`config.mk`:
```
export PLATFORM = sky130hd
export DESIGN_NAME = fc_layer_sequencer
export DESIGN_NICKNAME = d
export VERILOG_FILES = /design/src/rtl/fc_layer_sequencer_pkg.sv /design/src/rtl/fc_strobe_delay.sv /design/src/rtl/fc_layer_sequencer.sv
export SDC_FILE = /design/constraint.sdc
export NUM_CORES = 1
export LEC_CHECK = 0
export ABC_AREA = 1
export CAP_MARGIN = 10
export CORE_ASPECT_RATIO = 0.5
export CORE_UTILIZATION = 44
export DETAILED_ROUTE_END_ITERATION = 7
export GPL_TIMING_DRIVEN = 0
export PLACE_DENSITY_LB_ADDON = 0.1
export SYNTH_ARGS = -nofsm -noshare
export SYNTH_HDL_FRONTEND = slang
export SYNTH_HIERARCHICAL = 1
export SYNTH_SLANG_ARGS = --single-unit
```
`constraint.sdc`:
```
create_clock -name clk -period 1.25 [get_ports clk]
set_input_delay 0.25 -clock clk [delete_from_list [all_inputs] [get_ports clk]]
set_output_delay 0.25 -clock clk [all_outputs]
set_load 0.02 [all_outputs]
```
`src/rtl/fc_layer_sequencer_pkg.sv`:
```
// Shared definitions for the FC layer sequencer.
//   fc_seq_state_t      : sequencer state encoding
//   DEFAULT_MAC_LATENCY : default datapath depth from sel_ifm to accumulated result
package fc_layer_sequencer_pkg;

    localparam int DEFAULT_MAC_LATENCY = 3;

    typedef enum logic [2:0] {
        S_IDLE,
        S_LOAD,
        S_RUN,
        S_DRAIN,
        S_BIAS,
        S_CAPTURE,
        S_WRITE
    } fc_seq_state_t;

endpackage

```
`src/rtl/fc_strobe_delay.sv`:
```
// Delays the RUN-phase weight read strobe to build the accumulator strobes.
//   clk, reset  : clock, synchronous active-high reset
//   rd_strobe   : registered weight read enable
//   rd_first    : the current read is address 0
//   acc_enable  : read strobe delayed one cycle (memory read latency)
//   acc_first   : accompanies the acc_enable of address 0
//   acc_last    : the final acc_enable of a pass is in this cycle
//   drain_done  : the last accumulate has travelled MAC_LATENCY further stages
module fc_strobe_delay #(
    parameter int MAC_LATENCY = 3
) (
    input  logic clk,
    input  logic reset,
    input  logic rd_strobe,
    input  logic rd_first,
    output logic acc_enable,
    output logic acc_first,
    output logic acc_last,
    output logic drain_done
);

    // vld_pipe[k] is rd_strobe delayed k+1 cycles
    logic [MAC_LATENCY:0] vld_pipe;
    logic                 first_q;

    always_ff @(posedge clk) begin
        if (reset) begin
            vld_pipe <= '0;
            first_q  <= 1'b0;
        end else begin
            vld_pipe <= {vld_pipe[MAC_LATENCY-1:0], rd_strobe};
            first_q  <= rd_strobe & rd_first;
        end
    end

    assign acc_enable = vld_pipe[0];
    assign acc_first  = first_q;
    assign acc_last   = vld_pipe[0] & ~rd_strobe;
    // Reads are one contiguous burst, so the falling edge at the deepest tap
    // marks the cycle the last product leaves the MAC pipeline.
    assign drain_done = vld_pipe[MAC_LATENCY] & ~vld_pipe[MAC_LATENCY-1];

endmodule

```
`src/rtl/fc_layer_sequencer.sv`:
```
// Control sequencer for one fully-connected layer slice.
// Walks the weight memory / input vector, drives accumulate, bias and capture
// strobes, handshakes with the neighbouring layers and hands weight memory
// ownership to the host only between passes.
//   clk, reset           : clock, synchronous active-high reset
//   start_from_previous  : previous layer's vector is valid (level)
//   end_to_previous      : inputs consumed (pulse)
//   host_req/host_grant  : host weight-write ownership handshake
//   wm_addr_sel          : 1 selects the host address into weight memory
//   wm_address_read/wm_enable_read : weight read port
//   sel_ifm, acc_enable, acc_first : datapath input select / accumulate
//   bias_sel, fc_output_ready      : bias add, result capture (pulses)
//   enable_write_next/next_ready   : write handshake with the next layer
//   output_ready, busy             : status
module fc_layer_sequencer
    import fc_layer_sequencer_pkg::*;
#(
    parameter int IFM_DEPTH       = 100,
    parameter int ADDRESS_SIZE_WM = (IFM_DEPTH > 1) ? $clog2(IFM_DEPTH) : 1,
    parameter int MAC_LATENCY     = DEFAULT_MAC_LATENCY
) (
    input  logic                       clk,
    input  logic                       reset,
    input  logic                       start_from_previous,
    output logic                       end_to_previous,
    input  logic                       host_req,
    output logic                       host_grant,
    output logic                       wm_addr_sel,
    output logic [ADDRESS_SIZE_WM-1:0] wm_address_read,
    output logic                       wm_enable_read,
    output logic [ADDRESS_SIZE_WM-1:0] sel_ifm,
    output logic                       acc_enable,
    output logic                       acc_first,
    output logic                       bias_sel,
    output logic                       fc_output_ready,
    output logic                       enable_write_next,
    input  logic                       next_ready,
    output logic                       output_ready,
    output logic                       busy
);

    localparam logic [ADDRESS_SIZE_WM-1:0] LAST_ADDR = ADDRESS_SIZE_WM'(IFM_DEPTH - 1);

    fc_seq_state_t state, state_n;

    logic [ADDRESS_SIZE_WM-1:0] addr_d;
    logic                       ordy_d;
    logic                       e2p_d;
    logic                       acc_last;
    logic                       drain_done;

    fc_strobe_delay #(
        .MAC_LATENCY (MAC_LATENCY)
    ) u_strobe_delay (
        .clk        (clk),
        .reset      (reset),
        .rd_strobe  (wm_enable_read),
        .rd_first   (wm_address_read == '0),
        .acc_enable (acc_enable),
        .acc_first  (acc_first),
        .acc_last   (acc_last),
        .drain_done (drain_done)
    );

    always_ff @(posedge clk) begin
        if (reset) state <= S_IDLE;
        else       state <= state_n;
    end

    always_comb begin
        state_n = state;
        addr_d  = wm_address_read;
        ordy_d  = output_ready;
        e2p_d   = 1'b0;
        case (state)
            S_IDLE: begin
                // host wins a tie so weights are never rewritten during a pass
                if (host_req)                 state_n = S_LOAD;
                else if (start_from_previous) state_n = S_RUN;
            end
            S_LOAD:    if (!host_req) state_n = S_IDLE;
            S_RUN:     if (wm_address_read == LAST_ADDR) state_n = S_DRAIN;
            S_DRAIN: begin
                e2p_d = acc_last;
                if (drain_done) state_n = S_BIAS;
            end
            S_BIAS:    state_n = S_CAPTURE;
            S_CAPTURE: state_n = S_WRITE;
            S_WRITE: begin
                if (next_ready) begin
                    state_n = S_IDLE;
                    ordy_d  = 1'b1;
                end
            end
            default:   state_n = S_IDLE;
        endcase
        if (state_n == S_RUN) begin
            addr_d = (state == S_RUN) ? wm_address_read + ADDRESS_SIZE_WM'(1) : '0;
            if (state != S_RUN) ordy_d = 1'b0;
        end
    end

    // every output is a flop loaded from the next-state decode
    always_ff @(posedge clk) begin
        if (reset) begin
            wm_address_read   <= '0;
            wm_enable_read    <= 1'b0;
            sel_ifm           <= '0;
            host_grant        <= 1'b0;
            bias_sel          <= 1'b0;
            fc_output_ready   <= 1'b0;
            enable_write_next <= 1'b0;
            output_ready      <= 1'b0;
            end_to_previous   <= 1'b0;
            busy              <= 1'b0;
        end else begin
            wm_address_read   <= addr_d;
            wm_enable_read    <= (state_n == S_RUN);
            sel_ifm           <= wm_address_read;
            host_grant        <= (state_n == S_LOAD);
            bias_sel          <= (state_n == S_BIAS);
            fc_output_ready   <= (state_n == S_CAPTURE);
            enable_write_next <= (state_n == S_WRITE);
            output_ready      <= ordy_d;
            end_to_previous   <= e2p_d;
            busy              <= (state_n != S_IDLE);
        end
    end

    assign wm_addr_sel = host_grant;

endmodule

```
==> results of run 1 <==
-- cells in the mapped netlist --
cell	instances
sky130_fd_sc_hd__nand3_4	2
sky130_fd_sc_hd__xnor2_1	1
sky130_fd_sc_hd__clkinv_1	1
sky130_fd_sc_hd__dfxtp_1	30
sky130_fd_sc_hd__nor4_1	1
sky130_fd_sc_hd__nand3_1	8
sky130_fd_sc_hd__nor2_2	4
sky130_fd_sc_hd__inv_1	27
sky130_fd_sc_hd__a21oi_1	7
sky130_fd_sc_hd__nor2_4	3
sky130_fd_sc_hd__nand3_2	2
sky130_fd_sc_hd__nor2_1	45
sky130_fd_sc_hd__buf_4	2
sky130_fd_sc_hd__a21oi_2	1
sky130_fd_sc_hd__a31oi_1	1
sky130_fd_sc_hd__nor3_1	2
sky130_fd_sc_hd__ha_1	2
sky130_fd_sc_hd__inv_2	4
sky130_fd_sc_hd__a41oi_1	1
sky130_fd_sc_hd__nand2_1	30
sky130_fd_sc_hd__nand2_2	2
sky130_fd_sc_hd__clkbuf_1	1
-- path summary, 6_finish.rpt --
check | slack, ns | cells after the start | to
worst min register to register | 0.40 | 2 | u_strobe_delay/vld_pipe[2]$_SDFF_PP0_
worst min-delay path | 0.40 | 2 | u_strobe_delay/vld_pipe[2]$_SDFF_PP0_
worst max register to register | -0.11 | 8 | wm_address_read[3]$_SDFFE_PP0N_
worst max-delay path | -0.11 | 8 | wm_address_read[3]$_SDFFE_PP0N_
-- power groups by stage --
stage / logic (mW) / clock network, mW / registers, mW
after floorplan: 0.212 / 0 / 1.15
after global placement: 0.438 / 0 / 1.09
after detailed placement: 0.441 / 0 / 1.09
after CTS: 0.408 / 0.812 / 1.08
after global routing: 0.482 / 0.849 / 1.10
final: 0.438 / 0.785 / 1.09
-- layout by cell type, fill, tap and decap left out --
cell type	netlist	final
sky130_fd_sc_hd__dfxtp_2	0	3
sky130_fd_sc_hd__clkbuf_2	0	6
sky130_fd_sc_hd__a21oi_4	0	1
sky130_fd_sc_hd__clkinv_2	0	1
sky130_fd_sc_hd__nand3_4	2	3
sky130_fd_sc_hd__nand2_4	0	2
sky130_fd_sc_hd__nor2_4	3	6
sky130_fd_sc_hd__a21oi_2	1	3
sky130_fd_sc_hd__dfxtp_4	0	4
sky130_fd_sc_hd__clkbuf_8	0	6
sky130_fd_sc_hd__nand2_2	2	8
sky130_fd_sc_hd__buf_4	2	4
sky130_fd_sc_hd__inv_1	27	25
sky130_fd_sc_hd__nor2_2	4	12
sky130_fd_sc_hd__ha_4	0	1
sky130_fd_sc_hd__inv_2	4	5
sky130_fd_sc_hd__nand2_1	30	22
sky130_fd_sc_hd__xnor2_1	1	1
sky130_fd_sc_hd__nand3_2	2	3
sky130_fd_sc_hd__nor3_1	2	2
sky130_fd_sc_hd__dfxtp_1	30	23
sky130_fd_sc_hd__a21oi_1	7	4
sky130_fd_sc_hd__a31oi_1	1	1
sky130_fd_sc_hd__a41oi_1	1	1
sky130_fd_sc_hd__nor4_1	1	1
sky130_fd_sc_hd__buf_6	0	1
sky130_fd_sc_hd__clkdlybuf4s15_2	0	2
sky130_fd_sc_hd__clkdlybuf4s15_1	0	2
sky130_fd_sc_hd__ha_1	2	1
sky130_fd_sc_hd__clkdlybuf4s50_1	0	1
sky130_fd_sc_hd__inv_4	0	2
sky130_fd_sc_hd__nand3_1	8	6
sky130_fd_sc_hd__clkbuf_1	1	1
sky130_fd_sc_hd__dlygate4sd2_1	0	19
sky130_fd_sc_hd__nor2_1	45	34
-- registers in the layout (all words and copies together) (netlist names), 3 cells and up --
| name | flops |
|---|---|
| state | 3 |
| wm_address_read | 7 |
| sel_ifm | 7 |
| u_strobe_delay/vld_pipe | 4 |
-- logic make-up (layout without fill, tap and decap cells) --
family	count (synthesis)	in the layout	share of synthesized area [%]
XOR/XNOR	1	1	0.676
AO/OA/AOI/OAI	10	10	4.54
buffers and inverters	35	75	10.7
adder cells (fa/ha/maj)	2	2	1.93
AND/OR/NAND/NOR	99	99	35.8
flip-flops	30	30	46.3
-- area by class of cell --
type / count / area share (%)
clock inverters: 1 / 0.270
inverters: 32 / 6.76
plain buffers: 2 / 0.676
repair buffers: 33 / 15.0
well taps: 37 / 2.50
multi-input cells: 112 / 36.6
clock buffers: 7 / 4.67
flip-flops and latches: 30 / 33.5
-- per-layer routing --
| layer | GRT usage (%) | vias up | part of all wire, % |
|---|---|---|---|
| met5 | 0 | - | 0 |
| met4 | 6.94 | 0 | 0.84 |
| met3 | 7.73 | 4 | 5.3 |
| met2 | 28.7 | 24 | 45 |
| met1 | 23.7 | 534 | 49 |
| li1 | - | 611 | - |
-- per-stage QoR --
step	total power, mW	hold WS (ns)	cells	cell area, um2
floorplan	1.37	0.317	177	1330
global placement	1.53	0.389	243	1660
detailed placement	1.54	0.396	243	1660
CTS	2.30	0.405	253	1780
global route	2.43	0.440	254	1850
finish	2.31	0.404	254	1850
-- tightest hold or removal path, stage by stage (launching register included) --
cell and delay, ns:
sky130_fd_sc_hd__dfxtp_1 0.30, sky130_fd_sc_hd__inv_1 0.04, sky130_fd_sc_hd__nor2_1 0.03
-- timing repair --
item,in CTS,in global routing
setup endpoints to repair,43,17
buffers inserted,3,1
pin swaps,10,10
gates resized for setup,50,36
==> results.cfg, run 1 <==
[status]
result_of_the_run = finished with violations
failed_checks = setup timing

[clocking]
clock-root-buffer = sky130_fd_sc_hd__clkbuf_8
cts_tree = yes
clock_sinks = 30
numCtsBuffers = 5
largest_buffer_count_on_any_clock_path = 2
number_of_hold_buffers_added_after_cts = 0
clk_pin_slew_worst_paths_ns = 0.06
htree_levels = 2
worstSkewPairLatency_ns = 0.28

[place]
dp_slack_ns = -0.555
dp_hpwl_um = 1860
portBuffers = 29
gpl.final_weighted_congestion = 0.835

[floorplan]
floorplan.rows = 13
die_height_um = 40.4
die-width_um = 78.8
die_area_um2 = 3180
floorplan.initialDensity_pct = 48.0
fp.coreArea_um2 = 2700
top_level_ports = 30

[critical_path]
worst_path_largest_cell_delay_ns = 0.39
worst_setup_path_type = flip-flop to flip-flop
crit-reg2reg-launch = state[1]$_SDFF_PP0_
critical_path_required_ns = 1.41
start_kind = flip-flop
crit_start = state[1]$_SDFF_PP0_
worstPathCellList = nand2_2 > nand2_2 > nand2_4 > nand2_4 > nor2_4 > nand3_4 > nor2_2 > a21oi_1
cp.arrival_ns = 1.52
critPathTopFamily = simple AND/OR/NAND/NOR gates
critical_path.endpoint_type = flip-flop
worstPathBufferInverterCount = 0
critical_path_peak_fanout = 8
slowest_stage = sky130_fd_sc_hd__dfxtp_4

[final_layout]
regArea_um2 = 619
flow.area_growth_from_synthesis_pct = 42.8
diodes = 0
final_layout_size_suffix_gt1_share_pct = 33.6
multi_input_area_um2 = 678
fill_cells = 263
final_util_pct = 68.5
net_count_final = 223

[yosys]
post_synth_main_area_contributors = sky130_fd_sc_hd__dfxtp_1, sky130_fd_sc_hd__nor2_1, sky130_fd_sc_hd__nand2_1
ys_seq_elements = 30
synth.top_cell.area_share_pct = 46.3
netlist_area_um2 = 1300
post-synth-top-area-cell = sky130_fd_sc_hd__dfxtp_1
syn-instance-count = 177
syn_area_per_cell_um2 = 7.32
synthesis.yosys.warnings = 6
postSynthNetCount = 184
synth.yosys.seq_area_share_pct = 46.3
synth.lib_cells_used.distinct = 22

[route]
routed_via_density = 4.62
remaining_drc_errors = 0
detailroute.via_count = 1173
firstDrtPassIters = 6
ant_nets = 0
drt-total-wl_um = 2750
route.detailed.wl_per_inst_um = 10.8
detail_route.iter0.violations = 23

[power_and_ir_drop]
sequentialPowerShare_pct = 47.1
switching_share_pct = 29.5
clkPwrFrac_pct = 34.0
reported_leakage_power_nw = 0.882
power.net_switching_uw = 683
cellPowerDensity_nw_per_um2 = 1250
comb_power_share_pct = 19.0
peakVddDrop_mv = 0.699
p_int_mw = 1.63

[min_path]
hold_start = u_strobe_delay/vld_pipe[1]$_SDFF_PP0_
min-delay-path-class = flip-flop to flip-flop

[sta]
report.final.setup_viol = 7
max_freq_mhz = 737
final.min_clock_period_ns = 1.36
skew_ns = 0.00546
worst_pin_slew_ns = 0.428
finalWorstSetupSlack_ns = -0.107
sum_of_negative_setup_slack_ns = -0.654
timing.slew.headroom_pct = 71.5
max_slew_violation_count = 0
post-route-period-util_pct = 109
final-hold-violation-count = 0
unrepaired_setup_endpoints_after_global_routing = true

[global_route]
grt_first_pass_wirelength_um = 4150
total_track_usage_pct = 18.6
via_count_of_the_first_global_routing_pass = 927
grt_overflow = 0
grt_start_max_net_pins = 12
initial_antenna_violation_count = 0

[flow_run]
max-cap-violations = 0
(Power assumes the default switching activity.)
==> inputs of run 2 (changes only) <==
--- a/config.mk
+++ b/config.mk
@@ -11,7 +11,7 @@
 export CORE_UTILIZATION = 44
 export DETAILED_ROUTE_END_ITERATION = 7
 export GPL_TIMING_DRIVEN = 0
-export PLACE_DENSITY_LB_ADDON = 0.1
+export PLACE_DENSITY_LB_ADDON = 0.25
 export SYNTH_ARGS = -nofsm -noshare
 export SYNTH_HDL_FRONTEND = slang
 export SYNTH_HIERARCHICAL = 1
==> run 2 against run 1 <==
Effect of this change: the run still ends with setup timing left; die area did not move; sequential share of layout area fell by 1.2 points; clock skew increased by 0.0037 ns; utilization up 2.8 points; first-iteration DRC count rose by 120%; global-route usage rose by 1.4 points; via count rose by 4.1%; critical path depth increased by 2; flip-flop and latch count unchanged; clock power increased by 2%; count of clock-buffer cells in the layout is the same; register-to-register slack got worse by 0.02 ns; critical path type unchanged.
==> results.cfg, run 2 (synthesis results as in run 1) <==
[final_layout]
commonest_cells_after_routing_fill_and_taps_aside = sky130_fd_sc_hd__nor2_1, sky130_fd_sc_hd__inv_1, sky130_fd_sc_hd__nand2_1, sky130_fd_sc_hd__dfxtp_1, sky130_fd_sc_hd__dlygate4sd2_1
mostFrequentLayoutCell = sky130_fd_sc_hd__nor2_1
final_design_area_no_fill_um2 = 1930
flow.area_growth_from_synthesis_pct = 48.6
multi_input_area_um2 = 692
diodes = 0
final_layout_size_suffix_gt1_share_pct = 37.2
fill_cells = 227
final_util_pct = 71.3
net_count_final = 229
regArea_um2 = 622
largest_registers = sel_ifm x7, wm_address_read x7, u_strobe_delay/vld_pipe x4

[critical_path]
critical_path.endpoint_type = flip-flop
critical_path_peak_fanout = 8
worstPathCellList = buf_8 > nand2_4 > nor2_2 > nand2_2 > nand2_2 > inv_1 > nand2_2 > nand3_4 > nor2_1 > a21oi_1
timing.reg2reg.setup_slack_ns = -0.13
slowest_stage = sky130_fd_sc_hd__dfxtp_2
worst_path_largest_cell_delay_ns = 0.33
critical_path_required_ns = 1.42
critical-path-top-cell-by-count = sky130_fd_sc_hd__nand2_2
worst_setup_path_type = flip-flop to flip-flop
cp.arrival_ns = 1.55
start_kind = flip-flop

[route]
drt-total-wl_um = 3150
routed_via_density = 4.70
route.detailed.wl_per_inst_um = 12.1
ant_nets = 0
firstDrtPassIters = 5
detail_route.iter0.violations = 51
remaining_drc_errors = 0
detailroute.via_count = 1221

[sta]
unrepaired_setup_endpoints_after_global_routing = true
hold_ws_ns = 0.412
report.final.setup_viol = 9
finalWorstSetupSlack_ns = -0.129
worst_pin_slew_ns = 0.398
final.min_clock_period_ns = 1.38
final-hold-violation-count = 0
skew_ns = 0.00916
max_freq_mhz = 725
timing.slew.headroom_pct = 73.4
post-route-period-util_pct = 110
max_slew_violation_count = 0

[flow_run]
max-cap-violations = 0

[clocking]
worstSkewPairLatency_ns = 0.28
largest_buffer_count_on_any_clock_path = 2
cts_tree = yes
clock_sinks = 30
number_of_hold_buffers_added_after_cts = 0
numCtsBuffers = 5
clk_pin_slew_worst_paths_ns = 0.06
clock-root-buffer = sky130_fd_sc_hd__clkbuf_8
htree_levels = 2

[place]
placed_cell_area_um2 = 1660
dp_slack_ns = -0.511
gpl.final_weighted_congestion = 0.842
portBuffers = 29
dp_hpwl_um = 1980

[power_and_ir_drop]
switching_share_pct = 30.1
total_power_mw = 2.38
power.net_switching_uw = 715
p_int_mw = 1.66
peakVddDrop_mv = 0.576
sequentialPowerShare_pct = 45.5
clkPwrFrac_pct = 33.7
cellPowerDensity_nw_per_um2 = 1230
reported_leakage_power_nw = 0.916
comb_power_share_pct = 20.9

[floorplan]
die_height_um = 40.4
top_level_ports = 30
die-width_um = 78.8
floorplan.rows = 13
die_area_um2 = 3180
floorplan.initialDensity_pct = 48.0
fp.coreArea_um2 = 2700

[status]
failed_checks = setup timing
result_of_the_run = finished with violations

[global_route]
grt_first_pass_wirelength_um = 4610
grt_overflow = 0
initial_antenna_violation_count = 0
via_count_of_the_first_global_routing_pass = 1069
grt_start_max_net_pins = 12
total_track_usage_pct = 20.0

[min_path]
min-delay-path-class = primary input to flip-flop
[run 2: final cells by class]
class,instances,share of cell area [%]
inverters,32,6.30
repair buffers,38,16.9
multi-input cells,112,35.9
well taps,37,2.40
clock inverters,1,0.260
clock buffers,7,4.48
flip-flops and latches,30,32.3
plain buffers,3,1.43
[run 2: final timing paths]
check	from	end	cells after the start
max	state[1]$_SDFF_PP0_	wm_address_read[1]$_SDFFE_PP0N_	10
min	next_ready	output_ready$_SDFF_PP0_	3
max reg2reg	state[1]$_SDFF_PP0_	wm_address_read[1]$_SDFFE_PP0N_	10
min reg2reg	u_strobe_delay/vld_pipe[1]$_SDFF_PP0_	u_strobe_delay/vld_pipe[2]$_SDFF_PP0_	2
[run 2: repair_timing]
| action | in CTS | in global routing |
|---|---|---|
| gates resized for setup | 62 | 30 |
| hold endpoints to repair | 0 | 0 |
| pin swaps | 7 | 15 |
| endpoints found under the setup margin | 43 | 14 |
| setup buffers | 4 | 5 |
[run 2: metal layers]
| layer | vias to the layer above | share of wire (%) | track usage, % |
|---|---|---|---|
| li1 | 625 | - | - |
| met1 | 561 | 44 | 22.5 |
| met2 | 31 | 50 | 37.0 |
| met3 | 4 | 4.4 | 5.68 |
| met4 | 0 | 1.2 | 9.72 |
| met5 | - | 0 | 0 |
[run 2: power groups by stage]
stage	clock network (mW)	registers [mW]	logic (mW)
after floorplan	0	1.15	0.212
after detailed placement	0	1.10	0.443
after global routing	0.845	1.09	0.543
final	0.801	1.08	0.496
after global placement	0	1.09	0.436
after CTS	0.806	1.08	0.451
[run 2: metrics by stage]
step | instances | TNS (ns)
3_3_place_gp | 243 | -8.05
5_1_grt | 260 | -1.74
2_1_floorplan | 177 | 0
4_1_cts | 255 | -0.621
3_5_place_dp | 243 | -8.05
6_report | 260 | -0.889
[run 2: critical path: cells and delay by family, from the launching register on]
family,cells,cell delay (ns)
buf+inv,2,0.21
simple gates,7,0.68
flops,1,0.33
compound gates,1,0.04
